File: src/rtl/guess_evaluator.sv
// Number-guessing game evaluator: latches a 1..3 digit BCD secret, scores guesses
// with higher/lower hints and a guess budget. Define LFSR_SECRET_EN for an internal random secret.
module guess_evaluator (
  input  logic       clk,
  input  logic       rst_n,
  input  logic       start,
  input  logic [1:0] max_digits,
  input  logic [2:0] max_guesses,
  input  logic       confirm,
  input  logic [3:0] guess_digit_1,
  input  logic [3:0] guess_digit_2,
  input  logic [3:0] guess_digit_3,
  input  logic [3:0] secret_digit_1,
  input  logic [3:0] secret_digit_2,
  input  logic [3:0] secret_digit_3,
  output logic [2:0] guesses_left,
  output logic       hint_higher,
  output logic       hint_lower,
  output logic       result_valid,
  output logic       bad_guess,
  output logic       win,
  output logic       lose,
  output logic       playing
);

  typedef enum logic [2:0] {IDLE, PLAY, CHECK, WIN, LOSE} state_t;

  state_t      state, state_n;
  logic        confirm_q;
  logic [1:0]  md_q;
  logic [11:0] guess_q, secret_q;
  logic [11:0] secret_src, guess_m;
  logic [1:0]  md_c;
  logic [2:0]  mg_c, gl_dec;
  logic        conf_edge, bad_digit, eq, lt;

  // Digits above the active count are forced to zero.
  function automatic logic [11:0] mask_digits(input logic [11:0] v, input logic [1:0] md);
    logic [11:0] r;
    r = v;
    if (md < 2'd3) r[11:8] = 4'd0;
    if (md < 2'd2) r[7:4]  = 4'd0;
    return r;
  endfunction

  assign md_c      = (max_digits == 2'd0) ? 2'd1 : max_digits;
  assign mg_c      = (max_guesses == 3'd0) ? 3'd1 : max_guesses;
  assign conf_edge = confirm & ~confirm_q;
  assign guess_m   = mask_digits({guess_digit_3, guess_digit_2, guess_digit_1}, md_q);
  assign bad_digit = (guess_m[3:0] > 4'd9) | (guess_m[7:4] > 4'd9) | (guess_m[11:8] > 4'd9);
  // Valid BCD orders the same as its packed binary value.
  assign eq        = (guess_q == secret_q);
  assign lt        = (guess_q < secret_q);
  assign gl_dec    = (guesses_left != 3'd0) ? guesses_left - 3'd1 : 3'd0;

`ifdef LFSR_SECRET_EN
  logic [11:0] lfsr;

  function automatic logic [3:0] fold(input logic [3:0] v);
    return (v > 4'd9) ? v - 4'd6 : v;
  endfunction

  always_ff @(posedge clk) begin
    if (!rst_n) lfsr <= 12'h001;
    else        lfsr <= {lfsr[10:0], lfsr[11] ^ lfsr[5] ^ lfsr[3] ^ lfsr[0]};
  end

  assign secret_src = {fold(lfsr[11:8]), fold(lfsr[7:4]), fold(lfsr[3:0])};
`else
  assign secret_src = {secret_digit_3, secret_digit_2, secret_digit_1};
`endif

  always_comb begin
    state_n = state;
    case (state)
      PLAY:  if (conf_edge && !bad_digit) state_n = CHECK;
      CHECK: begin
        if (eq)                  state_n = WIN;
        else if (gl_dec == 3'd0) state_n = LOSE;
        else                     state_n = PLAY;
      end
      default: state_n = state;
    endcase
    if (start) state_n = PLAY;
  end

  always_ff @(posedge clk) begin
    if (!rst_n) state <= IDLE;
    else        state <= state_n;
  end

  always_ff @(posedge clk) begin
    if (!rst_n) begin
      confirm_q    <= 1'b0;
      md_q         <= 2'd0;
      guess_q      <= 12'd0;
      secret_q     <= 12'd0;
      guesses_left <= 3'd0;
      hint_higher  <= 1'b0;
      hint_lower   <= 1'b0;
      result_valid <= 1'b0;
      bad_guess    <= 1'b0;
    end else begin
      confirm_q    <= confirm;
      result_valid <= 1'b0;
      bad_guess    <= 1'b0;
      if (start) begin
        md_q         <= md_c;
        secret_q     <= mask_digits(secret_src, md_c);
        guesses_left <= mg_c;
        hint_higher  <= 1'b0;
        hint_lower   <= 1'b0;
      end else begin
        case (state)
          PLAY: if (conf_edge) begin
            if (bad_digit) bad_guess <= 1'b1;
            else           guess_q   <= guess_m;
          end
          CHECK: begin
            result_valid <= 1'b1;
            if (eq) begin
              hint_higher <= 1'b0;
              hint_lower  <= 1'b0;
            end else begin
              guesses_left <= gl_dec;
              hint_higher  <= lt;
              hint_lower   <= ~lt;
            end
          end
          default: ;
        endcase
      end
    end
  end

  assign win     = (state == WIN);
  assign lose    = (state == LOSE);
  assign playing = (state == PLAY) || (state == CHECK);

endmodule

File: config.mk
export PLATFORM = sky130hd
export DESIGN_NAME = guess_evaluator
export DESIGN_NICKNAME = d
export VERILOG_FILES = /design/src/rtl/guess_evaluator.sv
export SDC_FILE = /design/constraint.sdc
export NUM_CORES = 1
export LEC_CHECK = 0
export ABC_AREA = 1
export ABC_CLOCK_PERIOD_IN_PS = 1750
export BUFFER_PORTS_ARGS = -buffer_cell sky130_fd_sc_hd__buf_2
export CAP_MARGIN = 10
export CORE_UTILIZATION = 40
export DETAILED_ROUTE_END_ITERATION = 10
export PLACE_DENSITY = 0.68
export SETUP_SLACK_MARGIN = 0.02
export SLEW_MARGIN = 20
export SYNTH_ARGS = -nofsm -noshare
export SYNTH_HDL_FRONTEND = slang
export SYNTH_SLANG_ARGS = --single-unit
File: constraint.sdc
create_clock -name clk -period 1.75 [get_ports clk]
set_input_delay 0.2625 -clock clk [delete_from_list [all_inputs] [get_ports clk]]
set_output_delay 0.2625 -clock clk [all_outputs]
set_load 0.02 [all_outputs]
# [After elaboration in Yosys (flattened, before gate mapping)]
# Cells that the tools add are included.
[word_totals] register_bits=37 output_inout_bits=10
[classes] reduce_logical=16 mux=19 n_eq_ne=8 n_lt_le_gt_ge=8 n_addsub=1 bitwise=10
[op_table] operator="two-way mux 3 bit" n=8
[op_table] operator="two-way mux 4 bit" n=4
[op_table] operator="equality test 12 bit" n=1
[op_table] operator="> comparator 4 bit, second input constant" n=3
[op_table] operator="< comparator 12 bit" n=1
[op_table] operator="< comparator 2 bit, second input constant" n=4
[op_table] operator="NOT 1 bit" n=7
[op_table] operator="equality test 3 x 2 -> 1 bit, second input constant" n=2
[op_table] operator="logical NOT 3 bit" n=2
[op_table] operator="one-hot mux 3 bit (2 select lines)" n=1
[op_table] operator="AND reduction 2 bit" n=3
[op_table] operator="nonzero test 3 bit" n=2
[op_table] operator="two-way mux 1 bit" n=5
[op_table] operator="!= test 2 bit, second input constant" n=2
[op_table] operator="AND reduction 4 bit" n=1
[op_table] operator="nonzero test 2 bit" n=2
[op_table] operator="OR reduction 4 bit" n=1
[op_table] operator="equality test 3 x 1 -> 1 bit, second input constant" n=1
[op_table] operator="equality test 3 bit, second input constant" n=1
[op_table] operator="!= test 3 bit, second input constant" n=1
[op_table] operator="subtractor 3 x 1 -> 3 bit, second input constant" n=1
[op_table] operator="logical NOT 2 bit" n=1
[op_table] operator="two-way mux 2 bit" n=1
[op_table] operator="bitwise OR 1 bit" n=2
[op_table] operator="other kinds (5)" n=5

# [Depth between registers and ports, before layout]
# Gate-level depths: netlist of the first run.
[depth] word_depth=10 ltp_mapped=11

# [Least setup slack after synthesis of the first run]
# No wires, ideal clock.
[synth_timing] path_kind="flip-flop to flip-flop" start="reg guesses_left[0]" end="reg state[0]" path_slack_ns=0.338 required_ns=1.640 arrival_time_ns=1.303 stages_incl_launch_ff=12 path_buffers=0 path_cell_list="dfxtp_1 -> nor2_1 -> inv_1 -> ha_1 -> inv_1 -> o21ai_0 -> nor2_1 -> nand2_1 -> nand2_1 -> nand3_1 -> nand2_1 -> inv_1"
[synth_between] elab_chain_cells=7 elab_cells_between_ends=8 classes_between="add/sub (1); mux (5); reduce/logical (2)"
[synth_lines] item="start: declaration" line="16" source="output logic [2:0] guesses_left,"
[synth_lines] item="start signal: assignment" line="110" source="guesses_left <= mg_c;"
[synth_lines] item="start signal: assignment" line="125" source="guesses_left <= gl_dec;"
[synth_lines] item="subtractor 3 x 1 -> 3 bit or nonzero test 3 bit (tied branches)" line="54" source="assign gl_dec = (guesses_left != 3'd0) ? guesses_left - 3'd1 : 3'd0;"
[synth_lines] item="two-way mux 3 bit (*)" line="54"
[synth_lines] item="logical NOT 3 bit (*)" line="79" source="else if (gl_dec == 3'd0) state_n = LOSE;"
[synth_lines] item="two-way mux 3 bit (*)" line="79"
[synth_lines] item="two-way mux 3 bit (*)" line="78" source="if (eq) state_n = WIN;"
[synth_lines] item="one-hot mux 3 bit (2 select lines) (*)" line="75" source="case (state)"
[synth_lines] item="two-way mux 1 bit (*)" line="84" source="if (start) state_n = PLAY;"
[synth_lines] item="end signal: assignment" line="89" source="else state <= state_n;"
[synth_lines] item="end: declaration" line="28" source="state_t state, state_n;"
# Mark *: on every way between the ends. The rest lies on a longest branch, timed or not.
# A chain may end at the register's enable or synchronous reset.

# [Final worst setup path of the first run]
[layout_timing] start="reg secret_q[11]" end="reg guesses_left[2]"
[layout_between] elab_chain_cells=3
[layout_lines] item="start: declaration" line="31" source="logic [11:0] guess_q, secret_q;"
[layout_lines] item="start signal: assignment" line="109" source="secret_q <= mask_digits(secret_src, md_c);"
[layout_lines] item="equality test 12 bit" line="52" source="assign eq = (guess_q == secret_q);"
[layout_lines] item="!= test 2 bit (no source line)"
[layout_lines] item="AND reduction 2 bit (no source line)"
# Every way passes these cells.

==> results of run 1 <==
state kept, by name, summed over array words and instances, names as in the netlist:
signal	count
secret_q	12
hint_higher	1
confirm_q	1
result_valid	1
state	3
md_q	2
hint_lower	1
bad_guess	1
guesses_left	3
guess_q	12
metal layers:
| layer | part of all wire, % | up-vias | GRT usage [%] |
|---|---|---|---|
| met5 | 0 | - | 0 |
| met4 | 2.2 | 0 | 8.00 |
| met3 | 4.8 | 7 | 4.64 |
| met2 | 46 | 38 | 30.1 |
| met1 | 47 | 783 | 22.5 |
| li1 | - | 970 | - |
worst max-delay path: cells and delay by family, from the launching register on:
kind	cells	cell delay, ps
AO/OA/AOI/OAI	1	160
flip-flops	1	310
AND/OR/NAND/NOR	6	650
buffers and inverters	1	50
adder cells (fa/ha/maj)	1	290
placed cells by master, fill, tap and decap left out, types with 11 or more instances in the layout:
cell type	synthesis	routed
nor2_1	31	30
inv_1	53	53
o21ai_0	17	16
nand3_1	11	11
a21oi_1	18	18
nand2_1	73	72
dfxtp_1	37	37
ha_1	14	14
buf_2	1	42
worst paths after layout:
kind / slack [ps] / depth (start not counted) / end
worst min-delay path: 160 / 3 / confirm_q
worst max register to register: 200 / 9 / guesses_left[2]
worst max-delay path: 200 / 9 / guesses_left[2]
worst min register to register: 460 / 2 / secret_q[2]
cells by family (layout without fill, tap and decap cells):
group / count (synthesis) / after routing / share of synthesized area, %
simple gates: 128 / 128 / 28.4
buf+inv: 61 / 110 / 12.4
fa+ha+maj: 14 / 14 / 9.13
compound gates: 41 / 41 / 11.5
flops: 37 / 37 / 38.6
cell type report:
type | instances | area share [%]
Clock buffer | 7 | 4.17
Timing Repair Buffer | 47 | 10.7
Clock inverter | 1 | 0.216
Sequential cell | 37 | 32.0
Inverter | 55 | 8.93
Multi-Input combinational cell | 183 | 41.1
Tap cell | 52 | 2.81
power breakdown:
part           total (mW)  leakage, nW  switching [mW]  internal [mW]
clock network       0.661       0.0542           0.305          0.356
registers           0.888        0.302          0.0175          0.871
logic               0.267        0.866           0.164          0.103
total                1.82         1.22           0.486           1.33
per-stage QoR:
step | power [mW] | hold WS, ps | instances | util, %
finish | 1.82 | 165 | 382 | 51.7
global route | 1.92 | 172 | 382 | 51.7
CTS | 1.84 | 159 | 382 | 51.5
detailed placement | 1.17 | 453 | 374 | 49.2
global placement | 1.17 | 448 | 374 | 49.2
floorplan | 1.08 | 360 | 281 | -
==> impl_metrics.tcl, run 1 <==
set metrics [dict create \
    endpoint_kind "flop" \
    worst_pin_slew_ps 406 \
    cts-root-buf "clkbuf_8" \
    hold_start "confirm" \
    drtAntennaViolNets 0 \
    maxSlewViolCount 0 \
    overflow 0 \
    boundaryPins 43 \
    viasPerCell 4.71 \
    drcViolationCount 2 \
    max_stage_delay_ps 310 \
    layout-drive-gt1-share_pct 19.4 \
    critPathRequiredTime_ps 1940 \
    cts_setup_buffers 0 \
    start_util_pct 42.9 \
    place.gp.congestion 0.815 \
    drt_iter0_drc 68 \
    violations "DRC" \
    synth_edf_count 0 \
    rsz0062_at_grt "no" \
    ctsHoldBuffers 0 \
    min_path_type "in2reg" \
    power.density_nw_per_um2 785 \
    critical_path.max_fanout 5 \
    clk_latency_ps 290 \
    avgSynthCellArea_um2 6.83 \
    status "complete, but fails checks" \
    antenna_found_initial 0 \
    grt_pass1_wl_mm 7.14 \
    synth_cell_types 21 \
    design_area_um2 2310 \
    skew_ps 3.41 \
    ctsResizeCount 0 \
    rows 24 \
    grt_pass1_vias 1627 \
    num-fill-cells 456 \
    placed_area_um2 2200 \
    synth_top_cell_by_area "dfxtp_1" \
    synthTopCellsByCount "nand2_1 (73), inv_1 (53), dfxtp_1 (37)" \
    syn_nets 328 \
    vias 1798 \
    dieArea_um2 5080 \
    cp.arrival_ps 1740 \
    setup_ws_ps 202 \
    core_area_um2 4470 \
    cts_buffer_depth 2 \
    crit_type "reg2reg" \
    yosys.area.top_type_share_pct 38.6 \
    synth_ff_type "dfxtp_1" \
    port-buffer-count 42 \
    slowest_stage "dfxtp_1" \
    grt_max_degree 21 \
    yosysMostFrequentCell "nand2_1" \
    worstSetupStartpointType "flop" \
    r2r-start "secret_q[11]" \
    wl_mm 4.09 \
    syn_area_um2 1920 \
    first_pass_iters 8 \
    ys_ff_latch 37 \
    maxSlewHeadroom_pct 72.9 \
    dieHeight_um 71.3 \
    seqCellArea_um2 741 \
    cts-buffers-inserted 5 \
    clk_pin_slew_ps 70 \
    power.leakage_nw 1.22 \
    synthCells 281 \
    avgRoutedWirePerCell_um 10.7 \
    dp_hpwl_mm 3.14 \
    fmax_mhz 646 \
    hold_viol 0 \
    startpoint "secret_q[11]" \
    syn_to_final_growth_pct 20.5 \
    min_period_ps 1550 \
    ys_seq_area_share_pct 38.6 \
    postSynth.asyncResetShare_pct 0 \
    multiInputGateArea_um2 951 \
    htreeDepth 2 \
    cts_tree "yes" \
    die_width_um 71.3 \
    place_ws_ps 146 \
    setup_viol 0 \
    yosysWarnings 0 \
    grtUsageTotal_pct 18.2 \
    cts_sinks 37 \
    worstPathCellList "inv_1 -> ha_1 -> nand2_1 -> nor2_2 -> nand3_1 -> nand2_1 -> nand2_2 -> o21ai_0 -> nor2_1" \
    diodes 0 \
    min_period_over_period_pct 88.5 \
    crit_top_cell "nand2_1" \
    vdd_drop_max_mv 0.343 \
    tns_ps 0 \
    maxCapViolations 0 \
    synth.top_cells.by_area "dfxtp_1 (39%), nand2_1 (14%), inv_1 (10%), ha_1 (9.1%), nor2_1 (6.1%)" \
    nets 376 \
]
Note: power is estimated with default switching activity, not from simulation.
==> run 2: changes to the inputs <==
ABC_AREA = not set   (was 1)
==> impl_metrics.tcl, run 2 <==
set metrics [dict create \
    drt_iter0_drc 80 \
    place.gp.congestion 0.755 \
    cp.arrival_ps 1880 \
    dpl.cell_count 310 \
    grt_pass1_vias 1545 \
    skew_ps 5.51 \
    synthTopCellsByCount "dfxtp_1 (37), nand2_1 (27), a21oi_1 (17), inv_1 (17), o21ai_0 (17)" \
    multiInputGateArea_um2 1110 \
    synth_cell_types 36 \
    ys_seq_area_share_pct 40.6 \
    setup_ws_ps 64.7 \
    nets 313 \
    critPathRequiredTime_ps 1940 \
    maxSlewHeadroom_pct 65.3 \
    worst_pin_slew_ps 520 \
    cts_sinks 37 \
    worstPathCellList "inv_1 -> ha_4 -> nand4_1 -> o31ai_4 -> buf_6 -> nor3_2 -> a32o_1" \
    utilization_pct 55.1 \
    synth.top_cells.by_area "dfxtp_1 (41%), ha_1 (9.6%), nand2_1 (5.6%), nand4_1 (5.1%), a21oi_1 (4.7%)" \
    cts_tree "yes" \
    min_period_over_period_pct 96.3 \
    dp_hpwl_mm 2.98 \
    syn_to_final_growth_pct 31.6 \
    die_width_um 69.5 \
    diodes 0 \
    cts-buffers-inserted 5 \
    yosysMostFrequentCell "dfxtp_1" \
    critical_path.max_fanout 4 \
    antenna_found_initial 0 \
    max_stage_delay_ps 350 \
    design_area_um2 2400 \
    wl_mm 4.18 \
    crit_type "reg2reg" \
    critPathBufInv 2 \
    hold_viol 0 \
    viasPerCell 5.24 \
    layout_common_cells "buf_2 (42), dfxtp_1 (30), nand2_1 (27)" \
    dieHeight_um 69.5 \
    fin_total_pwr_mw 1.82 \
    seqCellArea_um2 749 \
    status "finished, final reports clean" \
    yosys.area.top_type_share_pct 40.6 \
    drtAntennaViolNets 0 \
    num-fill-cells 394 \
    min_period_ps 1690 \
    overflow 0 \
    maxSlewViolCount 0 \
    largest_registers "guess_q x12, secret_q x12" \
    cts-root-buf "clkbuf_8" \
    synth_edf_count 0 \
    slowest_stage "o31ai_4" \
    vdd_drop_max_mv 0.552 \
    grt_pass1_wl_mm 6.81 \
    ctsHoldBuffers 0 \
    grt_max_degree 25 \
    synth_ff_type "dfxtp_1" \
    path_delay_family "compound AO/OA/AOI/OAI gates" \
    port-buffer-count 42 \
    worstSetupStartpointType "flop" \
    layout_commonest_cell "buf_2" \
    endpoint_kind "flop" \
    postSynth.asyncResetShare_pct 0 \
    min_path_type "in2reg" \
    hold_ws_ps 189 \
    dieArea_um2 4830 \
    rsz0062_at_grt "yes" \
    rows 24 \
    core_area_um2 4350 \
    syn_nets 265 \
    syn_area_um2 1820 \
    clk_pin_slew_ps 70 \
    grtUsageTotal_pct 17.8 \
    power.leakage_nw 0.976 \
    boundaryPins 43 \
    vias 1670 \
    ys_ff_latch 37 \
    power.density_nw_per_um2 758 \
    tns_ps 0 \
    synthCells 218 \
    synth_top_cell_by_area "dfxtp_1" \
    start_util_pct 41.9 \
    place_ws_ps 2.73 \
    stdcell_count 319 \
    avgSynthCellArea_um2 8.36 \
    placed_area_um2 2130 \
    setup_viol 0 \
    avgRoutedWirePerCell_um 13.1 \
    clk_latency_ps 290 \
    layout-drive-gt1-share_pct 33.7 \
    maxCapViolations 0 \
    first_pass_iters 4 \
    yosysWarnings 0 \
    cts_buffer_depth 2 \
    fmax_mhz 593 \
    htreeDepth 2 \
    drcViolationCount 0 \
]
-- run 2: cell count changes after synthesis, sizes merged, moves of 4 or more --
cell    change
nand4       +8
nand2      -46
nor2       -18
a211oi      +4
inv        -37
mux2i       +5
buf         +4
-- run 2: final timing paths --
path	from	to	slack, ps	cells after the start
setup / recovery	secret_q[10]	hint_higher	60	7
hold reg to reg	secret_q[8]	secret_q[8]	460	2
setup reg to reg	secret_q[10]	hint_higher	60	7
hold / removal	guess_digit_1[0]	guess_q[0]	190	3
-- run 2: cells by family (layout without fill, tap and decap cells) --
kind of cell | count (synthesis) | after routing | share of synthesized area (%)
XOR/XNOR | 1 | 1 | 0.481
AND/OR/NAND/NOR | 83 | 83 | 23.3
multiplexers | 5 | 5 | 2.75
adder cells (fa/ha/maj) | 14 | 14 | 9.61
AO/OA/AOI/OAI | 50 | 50 | 16.6
buffers and inverters | 28 | 77 | 6.59
flip-flops | 37 | 37 | 40.6
-- run 2: timing repair --
item,4_1_cts,5_1_grt
buffers inserted,0,1
endpoints found under the setup margin,4,7
resized for setup,1,28
pin swaps,1,10
-- run 2: layout make-up --
class	instances	area share, %
Clock buffer	7	4.01
Clock inverter	1	0.209
Inverter	17	2.66
Multi-Input combinational cell	153	46.5
Sequential cell	37	31.2
Tap cell	52	2.71
Timing Repair Buffer	52	12.7
-- run 2: power by group --
| group | internal [mW] | total [mW] | switching (mW) |
|---|---|---|---|
| Sequential | 0.869 | 0.890 | 0.0216 |
| Combinational | 0.120 | 0.266 | 0.146 |
| Clock | 0.356 | 0.663 | 0.307 |
| Total | 1.35 | 1.82 | 0.474 |
-- run 2: worst min-delay path: stages --
cell and delay (ps):
buf_2 80, nand3_1 50, o31ai_1 60
-- run 2: routing by layer --
metal  part of all wire (%)  vias to the layer above  global-route usage [%]  wire length, um
li1                       -                      864                       -                -
met1                     48                      756                    22.9             1990
met2                     47                       43                    28.2             1950
met3                    3.9                        7                    3.92              162
met4                    1.8                        0                    8.62               74
met5                      0                        -                       0                0
==> run 3: changes to the inputs <==
ABC_CLOCK_PERIOD_IN_PS = 1800   (was 1750)
BUFFER_PORTS_ARGS = -buffer_cell sky130_fd_sc_hd__buf_4   (was -buffer_cell sky130_fd_sc_hd__buf_2)
clock period = 1.8 ns   (was 1.75 ns; I/O delays follow)
==> impl_metrics.tcl, run 3 (same netlist as run 2, synthesis figures left out) <==
set metrics [dict create \
    status "finished, final reports clean" \
    worstSetupStartpointType "flop" \
    start_util_pct 41.9 \
    crit_type "reg2reg" \
    rows 24 \
    clk_pin_slew_ps 70 \
    grt_pass1_wl_mm 6.76 \
    fmax_mhz 574 \
    nets 315 \
    worst_pin_slew_ps 594 \
    vias 1704 \
    min_period_ps 1740 \
    syn_to_final_growth_pct 33.0 \
    switching_share_pct 25.9 \
    endpoint_kind "flop" \
    clk_latency_ps 290 \
    layout-drive-gt1-share_pct 31.6 \
    overflow 0 \
    fin_total_pwr_mw 1.68 \
    power.density_nw_per_um2 695 \
    holdPathStages 3 \
    critical_path.max_fanout 5 \
    min_path_type "in2reg" \
    setup_viol 0 \
    critPathRequiredTime_ps 1990 \
    min_period_over_period_pct 96.8 \
    combPwrFrac_pct 15.7 \
    port-buffer-count 42 \
    maxSlewViolCount 0 \
    ff2ff_path_depth 8 \
    drt_iter0_drc 93 \
    grt_pass1_vias 1516 \
    skew_ps 6.76 \
    avgRoutedWirePerCell_um 12.9 \
    grtUsageTotal_pct 17.6 \
    antenna_found_initial 0 \
    die_width_um 69.5 \
    cp.arrival_ps 1930 \
    maxSlewHeadroom_pct 60.4 \
    cts-buffers-inserted 5 \
    cts_tree "yes" \
    dieHeight_um 69.5 \
    wl_mm 4.15 \
    tns_ps 0 \
    grt_max_degree 25 \
    drtAntennaViolNets 0 \
    ctsHoldBuffers 0 \
    place.gp.congestion 0.803 \
    htreeDepth 2 \
    vdd_drop_max_mv 0.433 \
    largest_registers "guess_q x12, secret_q x12" \
    hold_viol 0 \
    rsz0062_at_grt "yes" \
    first_pass_iters 4 \
    core_area_um2 4350 \
    power_frac_clock_pct 33.0 \
    layout_common_cells "buf_4 (51), dfxtp_1 (30), nand2_1 (27)" \
    dieArea_um2 4830 \
    layout_commonest_cell "buf_4" \
    boundaryPins 43 \
    seqPwrFrac_pct 51.2 \
    drcViolationCount 0 \
    dp_hpwl_mm 2.94 \
    p_int_mw 1.25 \
    cts_sinks 37 \
    cts_buffer_depth 2 \
    viasPerCell 5.31 \
    cts-root-buf "clkbuf_8" \
    maxCapViolations 0 \
    power.leakage_nw 0.991 \
    diodes 0 \
    switching_power_mw 0.436 \
]
[run 3: cell count changes in the layout (fill, tap and decap cells not counted), sizes merged]
cell	before	now
buf	52	54
clkbuf	7	8
clkinv	1	0
[run 3: final timing paths]
path	from	end	slack (ps)
worst max register to register	secret_q[6]	hint_higher	60
worst min register to register	secret_q[11]	secret_q[11]	460
worst min-delay path	guess_digit_1[0]	guess_q[0]	200
worst max-delay path	secret_q[6]	hint_higher	60
[run 3: power by group through the flow]
stage          logic (mW)  registers, mW  clock network (mW)
2_1_floorplan       0.131          0.883                   0
3_3_place_gp        0.241          0.879                   0
3_5_place_dp        0.244          0.879                   0
4_1_cts             0.245          0.861               0.570
5_1_grt             0.293          0.866               0.610
6_report            0.265          0.863               0.557
[run 3: routing by layer]
metal	global-route usage [%]	share of wire, %	wire [um]
met3	3.78	4.7	196
met4	8.16	1.9	77
met5	0	0	0
met1	23.3	47	1940
met2	27.5	47	1930
[run 3: final cells by class]
class	count	area [um^2]
Fill cell	397	1930
Tap cell	52	65.1
Timing Repair Buffer	54	419
Inverter	17	63.8
Multi-Input combinational cell	153	1050
Clock buffer	8	80.1
Sequential cell	37	749
[run 3: timing repair]
| action | in CTS | in global routing |
|---|---|---|
| gates resized for setup | 0 | 24 |
| buffers inserted | 0 | 5 |
| setup endpoints to repair | 0 | 6 |
| hold endpoints to repair | 0 | 0 |
[run 3: critical path: stages, from the launching register on]
cell	delay (ps)
dfxtp_2	340
inv_2	50
ha_4	250
nand4_1	160
o31ai_2	320
buf_4	200
buf_6	100
nor3_2	30
a32o_1	210
[run 3: metrics by stage]
stage	instances	utilization [%]	worst slack, ps	hold WS (ps)	instance area, um^2
final	321	55.7	56.8	195	2420
after global routing	321	55.7	-62.3	194	2420
after CTS	315	52.5	20.3	191	2280
after detailed placement	307	50.6	35.5	454	2200
after global placement	307	50.6	65.4	452	2200
after floorplan	218	-	48.9	397	1820
